## src/rtl/dice_roller.sv

```systemverilog
// dice_roller: two-die generator for the Craps datapath.
// Tumbles the displayed dice while the roll button is held, latches a final
// pair on release, and reports sum/valid to the game controller.
// Build option: define DICE_LFSR_EN to step die 2 from a 16-bit LFSR instead
// of on the die 1 wrap.
module dice_roller #(
   parameter int unsigned MIN_ROLL_CYCLES = 16,
   parameter int unsigned TUMBLE_DIV      = 4
) (
   input  logic       clock,
   input  logic       resetn,
   input  logic       roll,
   input  logic       enable,
   output logic [3:0] dice1,
   output logic [3:0] dice2,
   output logic [3:0] sum,
   output logic       update,
   output logic       valid,
   output logic       busy
);

   typedef enum logic {IDLE = 1'b0, ROLL = 1'b1} state_t;

   localparam logic [7:0] MIN_CNT     = 8'(MIN_ROLL_CYCLES);
   localparam logic [7:0] TUMBLE_LAST = 8'(TUMBLE_DIV - 1);

   logic       s1, s2, s3;
   logic       rise;
   logic [2:0] c1, c2;
   logic       c2_step;

   state_t     state_reg, state_next;
   logic [7:0] roll_cnt_reg, roll_cnt_next;
   logic [7:0] tumble_reg, tumble_next;
   logic [3:0] dice1_next, dice2_next, sum_next;
   logic       update_next, valid_next, busy_next;

   // Two-flop synchroniser for the raw button plus a history stage for edge detect.
   always_ff @(posedge clock or negedge resetn) begin
      if (!resetn) begin
         s1 <= 1'b0;
         s2 <= 1'b0;
         s3 <= 1'b0;
      end else begin
         s1 <= roll;
         s2 <= s1;
         s3 <= s2;
      end
   end

   assign rise = s2 & ~s3;

`ifdef DICE_LFSR_EN
   logic [15:0] lfsr;

   // Fibonacci LFSR (taps 16,14,13,11) decides when die 2 advances.
   always_ff @(posedge clock or negedge resetn) begin
      if (!resetn) begin
         lfsr <= 16'hACE1;
      end else begin
         lfsr <= {lfsr[14:0], lfsr[15] ^ lfsr[13] ^ lfsr[12] ^ lfsr[10]};
      end
   end

   assign c2_step = lfsr[0];
`else
   assign c2_step = (c1 == 3'd6);
`endif

   // Free-running 1..6 generators; die 2 advances only when c2_step is set.
   always_ff @(posedge clock or negedge resetn) begin
      if (!resetn) begin
         c1 <= 3'd1;
         c2 <= 3'd1;
      end else begin
         c1 <= (c1 == 3'd6) ? 3'd1 : c1 + 3'd1;
         if (c2_step) begin
            c2 <= (c2 == 3'd6) ? 3'd1 : c2 + 3'd1;
         end
      end
   end

   // Next-state and next-output logic; abort beats final latch beats tumble.
   always_comb begin
      state_next    = state_reg;
      roll_cnt_next = roll_cnt_reg;
      tumble_next   = tumble_reg;
      dice1_next    = dice1;
      dice2_next    = dice2;
      sum_next      = sum;
      update_next   = 1'b0;
      valid_next    = 1'b0;
      case (state_reg)
         IDLE: begin
            if (rise && enable) begin
               state_next    = ROLL;
               roll_cnt_next = 8'd0;
               tumble_next   = 8'd0;
               sum_next      = 4'd0;
            end
         end
         ROLL: begin
            if (!enable) begin
               state_next  = IDLE;
               dice1_next  = 4'd0;
               dice2_next  = 4'd0;
               update_next = 1'b1;
            end else if ((roll_cnt_reg == MIN_CNT) && !s2) begin
               state_next  = IDLE;
               dice1_next  = {1'b0, c1};
               dice2_next  = {1'b0, c2};
               sum_next    = {1'b0, c1} + {1'b0, c2};
               valid_next  = 1'b1;
               update_next = 1'b1;
            end else begin
               if (roll_cnt_reg < MIN_CNT) begin
                  roll_cnt_next = roll_cnt_reg + 8'd1;
               end
               if (tumble_reg >= TUMBLE_LAST) begin
                  tumble_next = 8'd0;
                  dice1_next  = {1'b0, c1};
                  dice2_next  = {1'b0, c2};
                  update_next = 1'b1;
               end else begin
                  tumble_next = tumble_reg + 8'd1;
               end
            end
         end
         default: begin
            state_next = IDLE;
         end
      endcase
      busy_next = (state_next == ROLL);
   end

   // State, counters and all outputs are registered here.
   always_ff @(posedge clock or negedge resetn) begin
      if (!resetn) begin
         state_reg    <= IDLE;
         roll_cnt_reg <= 8'd0;
         tumble_reg   <= 8'd0;
         dice1        <= 4'd0;
         dice2        <= 4'd0;
         sum          <= 4'd0;
         update       <= 1'b0;
         valid        <= 1'b0;
         busy         <= 1'b0;
      end else begin
         state_reg    <= state_next;
         roll_cnt_reg <= roll_cnt_next;
         tumble_reg   <= tumble_next;
         dice1        <= dice1_next;
         dice2        <= dice2_next;
         sum          <= sum_next;
         update       <= update_next;
         valid        <= valid_next;
         busy         <= busy_next;
      end
   end

endmodule
```

## config.mk

```make
export PLATFORM = sky130hd
export DESIGN_NAME = dice_roller
export DESIGN_NICKNAME = d
export VERILOG_FILES = /design/src/rtl/dice_roller.sv
export SDC_FILE = /design/constraint.sdc
export NUM_CORES = 1
export LEC_CHECK = 0
export ABC_AREA = 0
export ABC_CLOCK_PERIOD_IN_PS = 2800
export CORE_MARGIN = 2
export CORE_UTILIZATION = 23
export DETAILED_ROUTE_END_ITERATION = 10
export DONT_BUFFER_PORTS = 1
export SKIP_CTS_REPAIR_TIMING = 1
export SYNTH_ARGS = -nofsm -noshare
export SYNTH_HDL_FRONTEND = slang
export SYNTH_SLANG_ARGS = --single-unit
```

## constraint.sdc

```tcl
create_clock -name clock -period 2.8 [get_ports clock]
set_clock_uncertainty 0.1 [all_clocks]
set_input_delay 0.42 -clock clock [delete_from_list [all_inputs] [get_ports clock]]
set_output_delay 0.42 -clock clock [all_outputs]
set_load 0.005 [all_outputs]
```

Word-level counts from Yosys, hierarchy flattened
Index checks and enable logic that the tools add are counted.
{ "op_classes": {"reduce_logical": 7, "eq_ne": 9, "n_bitwise": 3, "mux": 32, "order_cmp": 2, "n_addsub": 5} }
{ "ops": {"columns": ["operator", "count"], "rows": [
  ["$mux 8", 7],
  ["$mux 4", 9],
  ["$pmux 8 s2", 2],
  ["$add 8x1->8 const B", 2],
  ["$mux 1", 10],
  ["$eq 8x5->1 const B", 1],
  ["$ge 8x2->1 const B", 1],
  ["$lt 8x5->1 const B", 1],
  ["$pmux 4 s2", 1],
  ["$add 3x1->3 const B", 2],
  ["$eq 3x3->1 const B", 2],
  ["$mux 3", 2],
  ["$ne 2x2->1 const B", 3],
  ["$reduce_and 3->1", 2],
  ["$add 3x3->4", 1],
  ["$ne 2x1->1 const B", 2],
  ["$reduce_and 4->1", 1],
  ["$ne 3x1->1 const B", 1],
  ["$logic_and 1x1->1", 2],
  ["$not 1->1", 2],
  ["$pmux 1 s2", 1],
  ["$reduce_and 2->1", 1],
  ["$and 1x1->1", 1],
  ["$logic_not 1->1", 1]
]} }
{ "word_totals": {"word_cells": 71, "out_inout_bits": 15, "inputBits": 4, "ff_bits": 40} }

Depth between registers and ports, before layout
Gate-level depths: netlist of the first run.
{ "logic_depth": {"depth_word": 5, "depth_mapped": 7, "mapped_depth_nobuf": 7} }

Worst setup path before layout of the first run
OpenSTA, ideal clock, no wires.
{ "synth_path": {"path_type": "reg-to-reg", "from": "register c2[0]", "to": "register sum[2]", "path_stages_with_launch": 8, "setup_slack_ns": 1.025, "t_required_ns": 2.578, "setup_time_ns": 0.122, "arrival_ns": 1.554, "path_cell_list": "dfstp_2 > ha_1 > inv_1 > fa_1 > xnor2_1 > nand2_1 > o22ai_1 > a32o_1"} }
{ "synth_via": {"elab_chain_cells": 4} }
{ "synth_rtl": {"columns": ["element", "line", "rtl"], "rows": [
  ["from (decl)", "29", "logic [2:0] c1, c2;"],
  ["from (signal assigned)", "78", "c2 <= (c2 == 3'd6) ? 3'd1 : c2 + 3'd1;"],
  ["$add 3x3->4", "112", "sum_next = {1'b0, c1} + {1'b0, c2};"],
  ["$mux 4", "108", "end else if ((roll_cnt_reg == MIN_CNT) && !s2) begin"],
  ["$mux 4", "103", "if (!enable) begin"],
  ["$pmux 4 s2", "93", "case (state_reg)"],
  ["to (signal assigned)", "154", "sum <= sum_next;"],
  ["to (decl)", "16", "output logic [3:0] sum,"]
]} }
Every way passes these cells. The select of a mux whose other input is x is not followed.
A chain may end at the register's enable or synchronous reset.

Worst setup path in the final report of the first run
{ "layout_path": {"from": "register roll_cnt_reg[0]", "to": "register sum[1]"} }
{ "layout_via": {"elab_chain_cells": 4} }
{ "layout_rtl": {"columns": ["element", "line", "rtl"], "rows": [
  ["from (decl)", "33", "logic [7:0] roll_cnt_reg, roll_cnt_next;"],
  ["from (signal assigned)", "150", "roll_cnt_reg <= roll_cnt_next;"],
  ["$eq 8x5->1", "108", null],
  ["$logic_and 1x1->1", "108", null],
  ["$ne 2x1->1 (no source line)", null, null],
  ["$reduce_and 3->1 (no source line)", null, null]
]} }
Every way passes these cells.

==> summary.txt, run 1 <==
Clocking
  • Clk root buf: clkbuf_8
  • CTS Buffer Depth: 2
  • CTS tree: done
  • Latest clock arrival within the worst-skew pair: 0.29 ns
  • Sink Count: 38
  • Clk pin slew, worst setup/hold paths: 0.08 ns
  • CTS H-tree lvls: 2
  • CTS buffer count: 5

Routing
  • Via count: 1237
  • Antenna Nets Post-Route: 0
  • Final wirelength: 3372 um
  • WL/cell: 12.04 um
  • Vias per cell: 4.418
  • Pre-antenna DRT Iters: 4
  • Post-route DRC violation count: 0
  • 1st-iter DRT viols: 47

Layout
  • Fin nets: 188
  • Filler cell count: 805
  • Layout Cells excl Fill: 280
  • Commonest non-fill, non-tap cells in the layout: dfrtp_1, nand2_1, inv_1
  • Area delta synth->final: 11.74%
  • Fraction of layout cells with a size suffix above 1: 11.24%
  • Final core utilization: 26.53%
  • Antenna cells: 0
  • Commonest non-fill, non-tap cell in the layout: dfrtp_1

Run
  • MaxCap Viol Count: 0

GRT
  • Pin count of the biggest net entering global routing: 39
  • First-pass GRT wire length: 5961 um
  • Initial antenna violation count: 0
  • Vias in the first global route: 1251
  • Grt ovf: 0
  • Global Route Usage Sum: 8.687%

Critical path
  • Reg2Reg Depth: 6
  • RR Startpoint: roll_cnt_reg[0]
  • Levels on crit path: 6
  • Arr. time, crit path: 2.15 ns
  • CP bufs+invs: 1
  • FF-to-FF setup slack: 0.73 ns
  • Delay-heaviest family, CP: simple AND/OR/NAND/NOR gates
  • CP cell instances: inv_1 > ha_1 > nor4b_2 > and4b_1 > nand2_1 > a32o_1
  • R2R Path End: sum[1]
  • CP endpoint kind: flop
  • CP required: 2.88 ns
  • Slowest CP cell: and4b_1
  • Startpoint Class: flop
  • Critical path class: flop to flop
  • CP max FO: 10
  • Crit-path max cell delay: 0.50 ns

Yosys
  • Yosys cell types: 45
  • Synth Flop Type: dfrtp_1
  • Fraction of registers with async set or reset after synthesis: 100.0%
  • YS warnings: 0
  • Synth Register Bits: 38
  • Syn Area/Cell: 10.60 um2
  • Post-synth EDFFs: 0
  • Syn Inst Count: 174
  • Synthesized area: 1844 um2
  • Sequential area share after synthesis: 51.70%

Hold path
  • Worst Hold End: s1
  • Min-delay src: roll
  • Hold Path Stages: 0
  • Hold Path Class: input port to flop

STA
  • Max_slew headroom: 54.35%
  • Max frequency: 482.9 MHz
  • Final WS setup: 0.7291 ns
  • RSZ-0062 raised after global routing: no
  • Setup tns final: 0 ns
  • Fin. Hold Viols: 0
  • Worst Tran Pin Value: 0.6848 ns
  • Final setup fails: 0
  • Final period utilization: 73.96%
  • Slew Viols, Final: 0
  • Fin crit period: 2.071 ns

Die
  • Full die area: 8751 um2
  • Core Footprint: 7767 um2
  • Site Rows: 32
  • Io pins: 19
  • Die width: 93.55 um
  • Die Y: 93.55 um
  • Starting density of the core: 23.74%

Power
  • PwrDens: 530.9 nW/um2
  • LEAKAGE: 0.9274 nW
  • Max rail drop VDD: 0.1529 mV

Place
  • Dpl hpwl: 2341 um
  • Dpl ws: 0.7151 ns
  • Port Buf Inserts: 0
  • GPL Wtd Cong: 0.8299
  • Placed insts: 270

Run status
  • Status: completed
## routing by layer
layer / GRT usage, % / share of wire (%)
met2: 12.77 / 44
met3: 2.981 / 5.1
met1: 11.32 / 48
met5: 0 / 0
met4: 4.348 / 2.3
## worst max-delay path by stage
stage / end / startpoint / slack [ns]
floorplan: sum[2] / c2[0] / 1.02
global placement: sum[1] / roll_cnt_reg[0] / 0.82
detailed placement: sum[0] / roll_cnt_reg[0] / 0.72
CTS: sum[0] / roll_cnt_reg[0] / 0.71
global route: sum[0] / roll_cnt_reg[0] / 0.51
finish: sum[1] / roll_cnt_reg[0] / 0.73
## report_power, final
part / switching (mW) / leakage, nW / internal [mW] / total, mW
clock network: 0.195 / 0.0472 / 0.198 / 0.393
logic: 0.0465 / 0.380 / 0.0371 / 0.0836
registers: 0.0360 / 0.500 / 0.582 / 0.618
## stage by stage
stage / total power [mW] / cell area, um2 / hold slack, ns
2_1_floorplan: 0.6830 / 1848 / 0.02441
3_3_place_gp: 0.6957 / 1936 / 0.02540
3_5_place_dp: 0.6994 / 1936 / 0.02552
4_1_cts: 1.101 / 2031 / -0.2954
5_1_grt: 1.159 / 2061 / 0.03500
6_report: 1.094 / 2061 / 0.05279
## cells by family after synthesis
kind of cell	count (synthesis)	share of synthesized area, %
AO/OA/AOI/OAI	29	12.14
XOR/XNOR	2	0.9500
adder cells (fa/ha/maj)	7	5.156
buffers and inverters	24	5.631
flip-flops	38	51.70
multiplexers	9	5.224
other	1	0.2033
AND/OR/NAND/NOR	64	19.00
## layout make-up
| type | instances | area (um2) | share of cell area [%] |
|---|---|---|---|
| clock buffers | 6 | 82.58 | 4.007 |
| clock inverters | 2 | 12.51 | 0.6072 |
| inverters | 17 | 63.81 | 3.097 |
| multi-input cells | 113 | 790.8 | 38.37 |
| flip-flops and latches | 38 | 953.4 | 46.27 |
| well taps | 102 | 127.6 | 6.193 |
| repair buffers | 2 | 30.03 | 1.457 |
## synthesized netlist by cell type, drive strengths merged (3+ instances only)
cell | count | area, um2
a32o | 3 | 30.03
ha | 6 | 75.07
nand2 | 19 | 71.32
o21a | 6 | 45.04
nor3 | 3 | 15.01
mux2i | 7 | 70.07
inv | 17 | 63.81
nor2 | 8 | 32.54
and2 | 5 | 32.53
o21ai | 11 | 70.07
buf | 5 | 32.53
nor2b | 5 | 31.28
nor4b | 3 | 32.53
o22ai | 3 | 18.77
dfrtp | 36 | 900.9
nand3 | 6 | 30.03
nand4 | 3 | 18.77
No activity file was read; power rests on OpenSTA's default activity.
==> run 2, diff against run 1 <==
--- a/config.mk
+++ b/config.mk
@@ -6,7 +6,7 @@
 export NUM_CORES = 1
 export LEC_CHECK = 0
 export ABC_AREA = 0
-export ABC_CLOCK_PERIOD_IN_PS = 2800
+export ABC_CLOCK_PERIOD_IN_PS = 1700
 export CORE_MARGIN = 2
 export CORE_UTILIZATION = 23
 export DETAILED_ROUTE_END_ITERATION = 10
==> constraint.sdc (replaced) <==
create_clock -name clock -period 1.7 [get_ports clock]
set_clock_uncertainty 0.1 [all_clocks]
set_input_delay 0.255 -clock clock [delete_from_list [all_inputs] [get_ports clock]]
set_output_delay 0.255 -clock clock [all_outputs]
set_load 0.005 [all_outputs]
==> run 2 against run 1 <==
Against the previous run:
- the flow now finishes with violations (setup timing)
- sequential cell count is the same
- critical endpoint is now sum[2]
- highest routed layer unchanged
- critical path depth increased by 1
- worst hold slack got worse by 0.051 ns
- total power increased by 71%
- clock-buffer cell count rose by 1
- final cell count increased by 7.5%
- design area grew 12%
- non-clock buffer count grew 21
==> summary.txt, run 2 (synthesized netlist as in run 1, its figures left out) <==
Run status
  • Status: complete, but fails checks (was completed)
  • Failing checks: setup timing

GRT
  • Vias in the first global route: 1319 (was 1251)
  • Global Route Usage Sum: 9.636% (was 8.687%)
  • First-pass GRT wire length: 6458 um (was 5961 um)
  • Initial antenna violation count: 0 (unchanged)
  • Pin count of the biggest net entering global routing: 39 (unchanged)
  • Grt ovf: 0 (unchanged)

Critical path
  • FF-to-FF setup slack: -0.07 ns (was 0.73 ns)
  • CP max FO: 2 (was 10)
  • Slowest CP cell: dfstp_2 (was and4b_1)
  • Crit-path max cell delay: 0.56 ns (was 0.50 ns)
  • Startpoint Class: flop (unchanged)
  • RR Startpoint: c1[0] (was roll_cnt_reg[0])
  • CP endpoint kind: flop (unchanged)
  • CP cell instances: ha_4 > inv_2 > fa_1 > xnor2_1 > nand2_1 > o22ai_1 > a32o_1 (was inv_1 > ha_1 > nor4b_2 > and4b_1 > nand2_1 > a32o_1)
  • Arr. time, crit path: 1.86 ns (was 2.15 ns)
  • CP required: 1.79 ns (was 2.88 ns)
  • Crit path from: c1[0] (was roll_cnt_reg[0])
  • Critical path class: flop to flop (unchanged)

Routing
  • Via count: 1349 (was 1237)
  • Pre-antenna DRT Iters: 4 (unchanged)
  • Vias per cell: 4.482 (was 4.418)
  • 1st-iter DRT viols: 73 (was 47)
  • Final wirelength: 3852 um (was 3372 um)
  • Antenna Nets Post-Route: 0 (unchanged)
  • WL/cell: 12.80 um (was 12.04 um)
  • Post-route DRC violation count: 0 (unchanged)

STA
  • Final setup fails: 11 (was 0)
  • Final period utilization: 104.2% (was 73.96%)
  • Max frequency: 564.8 MHz (was 482.9 MHz)
  • RSZ-0062 raised after global routing: yes (was no)
  • Setup tns final: -0.4310 ns (was 0 ns)
  • Fin. Hold Viols: 0 (unchanged)
  • Fin crit period: 1.771 ns (was 2.071 ns)
  • Final WS setup: -0.07066 ns (was 0.7291 ns)
  • Slew Viols, Final: 0 (unchanged)

Die
  • Core Footprint: 7767 um2 (unchanged)
  • Full die area: 8751 um2 (unchanged)
  • Die Y: 93.55 um (unchanged)
  • Site Rows: 32 (unchanged)
  • Io pins: 19 (unchanged)
  • Starting density of the core: 23.74% (unchanged)
  • Die width: 93.55 um (unchanged)

Clocking
  • CTS H-tree lvls: 2 (unchanged)
  • Clk pin slew, worst setup/hold paths: 0.08 ns (about the same)
  • Latest clock arrival within the worst-skew pair: 0.29 ns (about the same)
  • Clk root buf: clkbuf_8 (unchanged)
  • CTS buffer count: 5 (unchanged)
  • Sink Count: 38 (unchanged)
  • CTS tree: done (unchanged)
  • CTS Buffer Depth: 2 (unchanged)

Power
  • Power after layout: 1.874 mW (was 1.094 mW)
  • Max rail drop VDD: 0.2261 mV (was 0.1529 mV)
  • LEAKAGE: 1.060 nW (was 0.9274 nW)
  • PwrDens: 813.0 nW/um2 (was 530.9 nW/um2)

Layout
  • Area of the multi-input gates: 844.6 um2 (was 790.8 um2)
  • Reg area: 954.7 um2 (was 953.4 um2)
  • Area delta synth->final: 24.97% (was 11.74%)
  • Commonest non-fill, non-tap cells in the layout: dfrtp_1, nand2_1, buf_4 (was dfrtp_1, nand2_1, inv_1)
  • Fin nets: 209 (was 188)
  • Commonest non-fill, non-tap cell in the layout: dfrtp_1 (unchanged)
  • Filler cell count: 806 (was 805)
  • Fraction of layout cells with a size suffix above 1: 24.12% (was 11.24%)
  • Antenna cells: 0 (unchanged)

Place
  • Dpl hpwl: 2695 um (was 2341 um)
  • GPL Wtd Cong: 0.7944 (was 0.8299)
  • Port Buf Inserts: 0 (unchanged)

Run
  • MaxCap Viol Count: 0 (unchanged)

Hold path
  • Hold Path Class: input port to flop (unchanged)
  • Min-delay src: enable (was roll)
==> run 2: path summary, 6_finish.rpt <==
kind	endpoint	depth (start not counted)
max	sum[2]	7
min	dice1[2]	2
max reg2reg	sum[2]	7
min reg2reg	s2	0
max in group asynchronous	c2[0]	2
min in group asynchronous	tumble_reg[1]	2
==> run 2: where the power goes <==
| part | switching [mW] | total (mW) | internal (mW) |
|---|---|---|---|
| clock network | 0.324 | 0.652 | 0.327 |
| logic | 0.107 | 0.220 | 0.113 |
| registers | 0.0438 | 1.00 | 0.958 |
| total | 0.475 | 1.87 | 1.40 |
==> run 2: metal layers <==
metal / GRT usage, % / vias up / routed length [um]
met3: 3.062 / 8 / 165
met5: 0 / - / 0
met2: 14.45 / 30 / 1780
li1: - / 649 / -
met4: 5.435 / 0 / 103
met1: 12.20 / 662 / 1802
==> run 2: through the flow <==
step,setup slack (ns),utilization [%],area (um2),hold WS [ns],cells
floorplan,-0.05160,-,1869,-0.1406,175
global placement,-0.04114,27.21,2113,-0.1392,288
detailed placement,-0.08313,27.21,2113,-0.1389,288
CTS,-0.09379,28.38,2205,-0.4624,296
global route,-0.1462,29.67,2305,0.01031,301
finish,-0.07066,29.67,2305,0.001701,301
==> run 2: final cells by class <==
| type | instances | area share [%] |
|---|---|---|
| flip-flops and latches | 38 | 41.42 |
| multi-input cells | 113 | 36.64 |
| repair buffers | 23 | 9.663 |
| well taps | 102 | 5.537 |
| clock buffers | 7 | 3.746 |
| inverters | 17 | 2.769 |
| clock inverters | 1 | 0.2172 |
==> run 2: critical path, delay by kind of cell, from the launching register on <==
kind	cells	cell delay (ns)
flip-flops	1	0.56
buffers and inverters	1	0.03
AND/OR/NAND/NOR	1	0.06
XOR/XNOR	1	0.13
AO/OA/AOI/OAI	2	0.28
adder cells (fa/ha/maj)	2	0.50
==> run 3, diff against run 2 <==
--- a/config.mk
+++ b/config.mk
@@ -7,7 +7,7 @@
 export LEC_CHECK = 0
 export ABC_AREA = 0
 export ABC_CLOCK_PERIOD_IN_PS = 1700
-export CORE_MARGIN = 2
+export CORE_MARGIN = 10
 export CORE_UTILIZATION = 23
 export DETAILED_ROUTE_END_ITERATION = 10
 export DONT_BUFFER_PORTS = 1
==> run 3 against run 2 <==
Against the previous run:
- the flow still finishes with violations (setup timing)
- non-clock buffer count rose by 4
- first-iteration DRC count rose by 45%
- core utilization rose by 0.76 points
- largest cell class unchanged
- wire length rose by 7.0%
- sequential power barely moved
- setup slack got worse by 0.040 ns
- final cell count rose by 1.3%
- fmax fell by 2.2%
- clock-buffer cell count fell by 2
- sequential cell count did not move
- largest power group unchanged
- clock power rose by 43%
- design area rose by 2.6%
==> summary.txt, run 3 (synthesized netlist as in run 1, its figures left out) <==
Run status
  • Status: complete, but fails checks (unchanged)
  • Failing checks: setup timing (unchanged)

Die
  • Full die area: 12000 um2 (was 8751 um2)
  • Site Rows: 32 (unchanged)
  • Die width: 109.5 um (was 93.55 um)
  • Starting density of the core: 23.74% (unchanged)
  • Io pins: 19 (unchanged)
  • Die Y: 109.5 um (was 93.55 um)
  • Core Footprint: 7767 um2 (unchanged)

Routing
  • Final wirelength: 4122 um (was 3852 um)
  • Antenna Nets Post-Route: 0 (unchanged)
  • Post-route DRC violation count: 0 (unchanged)
  • Via count: 1339 (was 1349)
  • 1st-iter DRT viols: 106 (was 73)
  • Vias per cell: 4.390 (was 4.482)
  • Pre-antenna DRT Iters: 4 (unchanged)
  • WL/cell: 13.51 um (was 12.80 um)

GRT
  • Routing usage on met3: 2.575% (was 3.062%)
  • Vias in the first global route: 1310 (was 1319)
  • Met1 usage: 8.752% (was 12.20%)
  • Initial antenna violation count: 0 (unchanged)
  • Global Route Usage Sum: 6.979% (was 9.636%)
  • Gr busiest metal: met2 (unchanged)
  • Grt ovf: 0 (unchanged)
  • Pin count of the biggest net entering global routing: 39 (unchanged)
  • First-pass GRT wire length: 6472 um (was 6458 um)
  • GR Layer Usage met2: 10.14% (was 14.45%)

Clocking
  • CTS tree: done (unchanged)
  • CTS buffer count: 5 (unchanged)
  • CTS H-tree lvls: 2 (unchanged)
  • Clk root buf: clkbuf_8 (unchanged)
  • Clk pin slew, worst setup/hold paths: 0.08 ns (about the same)
  • Sink Count: 38 (unchanged)
  • Latest clock arrival within the worst-skew pair: 0.30 ns (was 0.29 ns)
  • CTS Buffer Depth: 2 (unchanged)

STA
  • Fin crit period: 1.811 ns (was 1.771 ns)
  • RSZ-0062 raised after global routing: yes (unchanged)
  • Fin. Hold Viols: 0 (unchanged)
  • Max frequency: 552.3 MHz (was 564.8 MHz)
  • Setup tns final: -0.8451 ns (was -0.4310 ns)
  • Slew Viols, Final: 0 (unchanged)
  • Final WS setup: -0.1108 ns (was -0.07066 ns)
  • Final setup fails: 15 (was 11)
  • Final period utilization: 106.5% (was 104.2%)

Layout
  • Commonest non-fill, non-tap cell in the layout: dfrtp_1 (unchanged)
  • Antenna cells: 0 (unchanged)
  • Filler cell count: 808 (was 806)
  • Fraction of layout cells with a size suffix above 1: 24.63% (was 24.12%)
  • Commonest non-fill, non-tap cells in the layout: dfrtp_1, buf_4, nand2_1 (was dfrtp_1, nand2_1, buf_4)
  • Fin nets: 213 (was 209)
  • Area delta synth->final: 28.15% (was 24.97%)

Critical path
  • CP required: 1.78 ns (was 1.79 ns)
  • Critical path class: flop to flop (unchanged)
  • Startpoint Class: flop (unchanged)
  • Arr. time, crit path: 1.89 ns (was 1.86 ns)
  • CP endpoint kind: flop (unchanged)
  • Delay-heaviest family, CP: simple AND/OR/NAND/NOR gates (was flip-flops)
  • Slowest CP cell: dfrtp_1 (was dfstp_2)
  • CP cell instances: inv_1 > ha_2 > nor4b_4 > and4b_2 > buf_4 > nor2_4 > mux2_4 (was ha_4 > inv_2 > fa_1 > xnor2_1 > nand2_1 > o22ai_1 > a32o_1)
  • CP bufs+invs: 2 (was 1)
  • CP max FO: 4 (was 2)
  • Crit-path max cell delay: 0.38 ns (was 0.56 ns)

Power
  • PwrDens: 912.3 nW/um2 (was 813.0 nW/um2)
  • Max rail drop VDD: 0.3139 mV (was 0.2261 mV)
  • LEAKAGE: 1.086 nW (was 1.060 nW)
  • Power after layout: 2.156 mW (was 1.874 mW)

Hold path
  • Hold Path Class: input port to flop (unchanged)

Place
  • Dpl hpwl: 2859 um (was 2695 um)
  • Port Buf Inserts: 0 (unchanged)
  • GPL Wtd Cong: 0.7983 (was 0.7944)

Run
  • MaxCap Viol Count: 0 (unchanged)
==> run 3: power breakdown <==
group	switching [mW]	internal [mW]	leakage (nW)
Combinational	0.108	0.106	0.518
Sequential	0.0500	0.958	0.500
Clock	0.345	0.588	0.0683
Total	0.504	1.65	1.09
==> run 3: layout make-up <==
class                           count  area (um2)  area share [%]
Clock inverter                      3       68.82           2.912
Tap cell                          102       127.6           5.400
Timing Repair Buffer               27       240.2           10.16
Clock buffer                        5       68.82           2.912
Multi-Input combinational cell    113       840.8           35.57
Sequential cell                    38       953.4           40.34
Inverter                           17       63.81           2.700
==> run 3: routing by layer <==
metal  vias to the layer above  wire, um
li1                        651         -
met1                       653      1934
met2                        30      1866
met3                         5       232
met4                         0        89
met5                         -         0
==> run 3: final timing paths <==
check | cells after the start | endpoint | slack (ns) | startpoint
max | 7 | tumble_reg[1] | -0.11 | roll_cnt_reg[0]
min | 2 | dice1[0] | 0.01 | enable
max reg2reg | 7 | tumble_reg[1] | -0.11 | roll_cnt_reg[0]
min reg2reg | 0 | s2 | 0.25 | s1
max in group asynchronous | 2 | c2[0] | 0.91 | resetn
min in group asynchronous | 2 | s2 | 0.33 | resetn
==> run 3: per-stage QoR <==
stage | setup WS [ns] | std cells | utilization [%] | cell area [um2] | hold WS (ns)
after floorplan | -0.05160 | 175 | - | 1869 | -0.1406
after global placement | -0.06441 | 289 | 26.98 | 2096 | -0.1391
after detailed placement | -0.1206 | 289 | 26.98 | 2096 | -0.1388
after CTS | -0.1486 | 297 | 28.75 | 2233 | -0.4696
after global routing | -0.1961 | 305 | 30.43 | 2364 | 0.01705
final | -0.1108 | 305 | 30.43 | 2364 | 0.01099
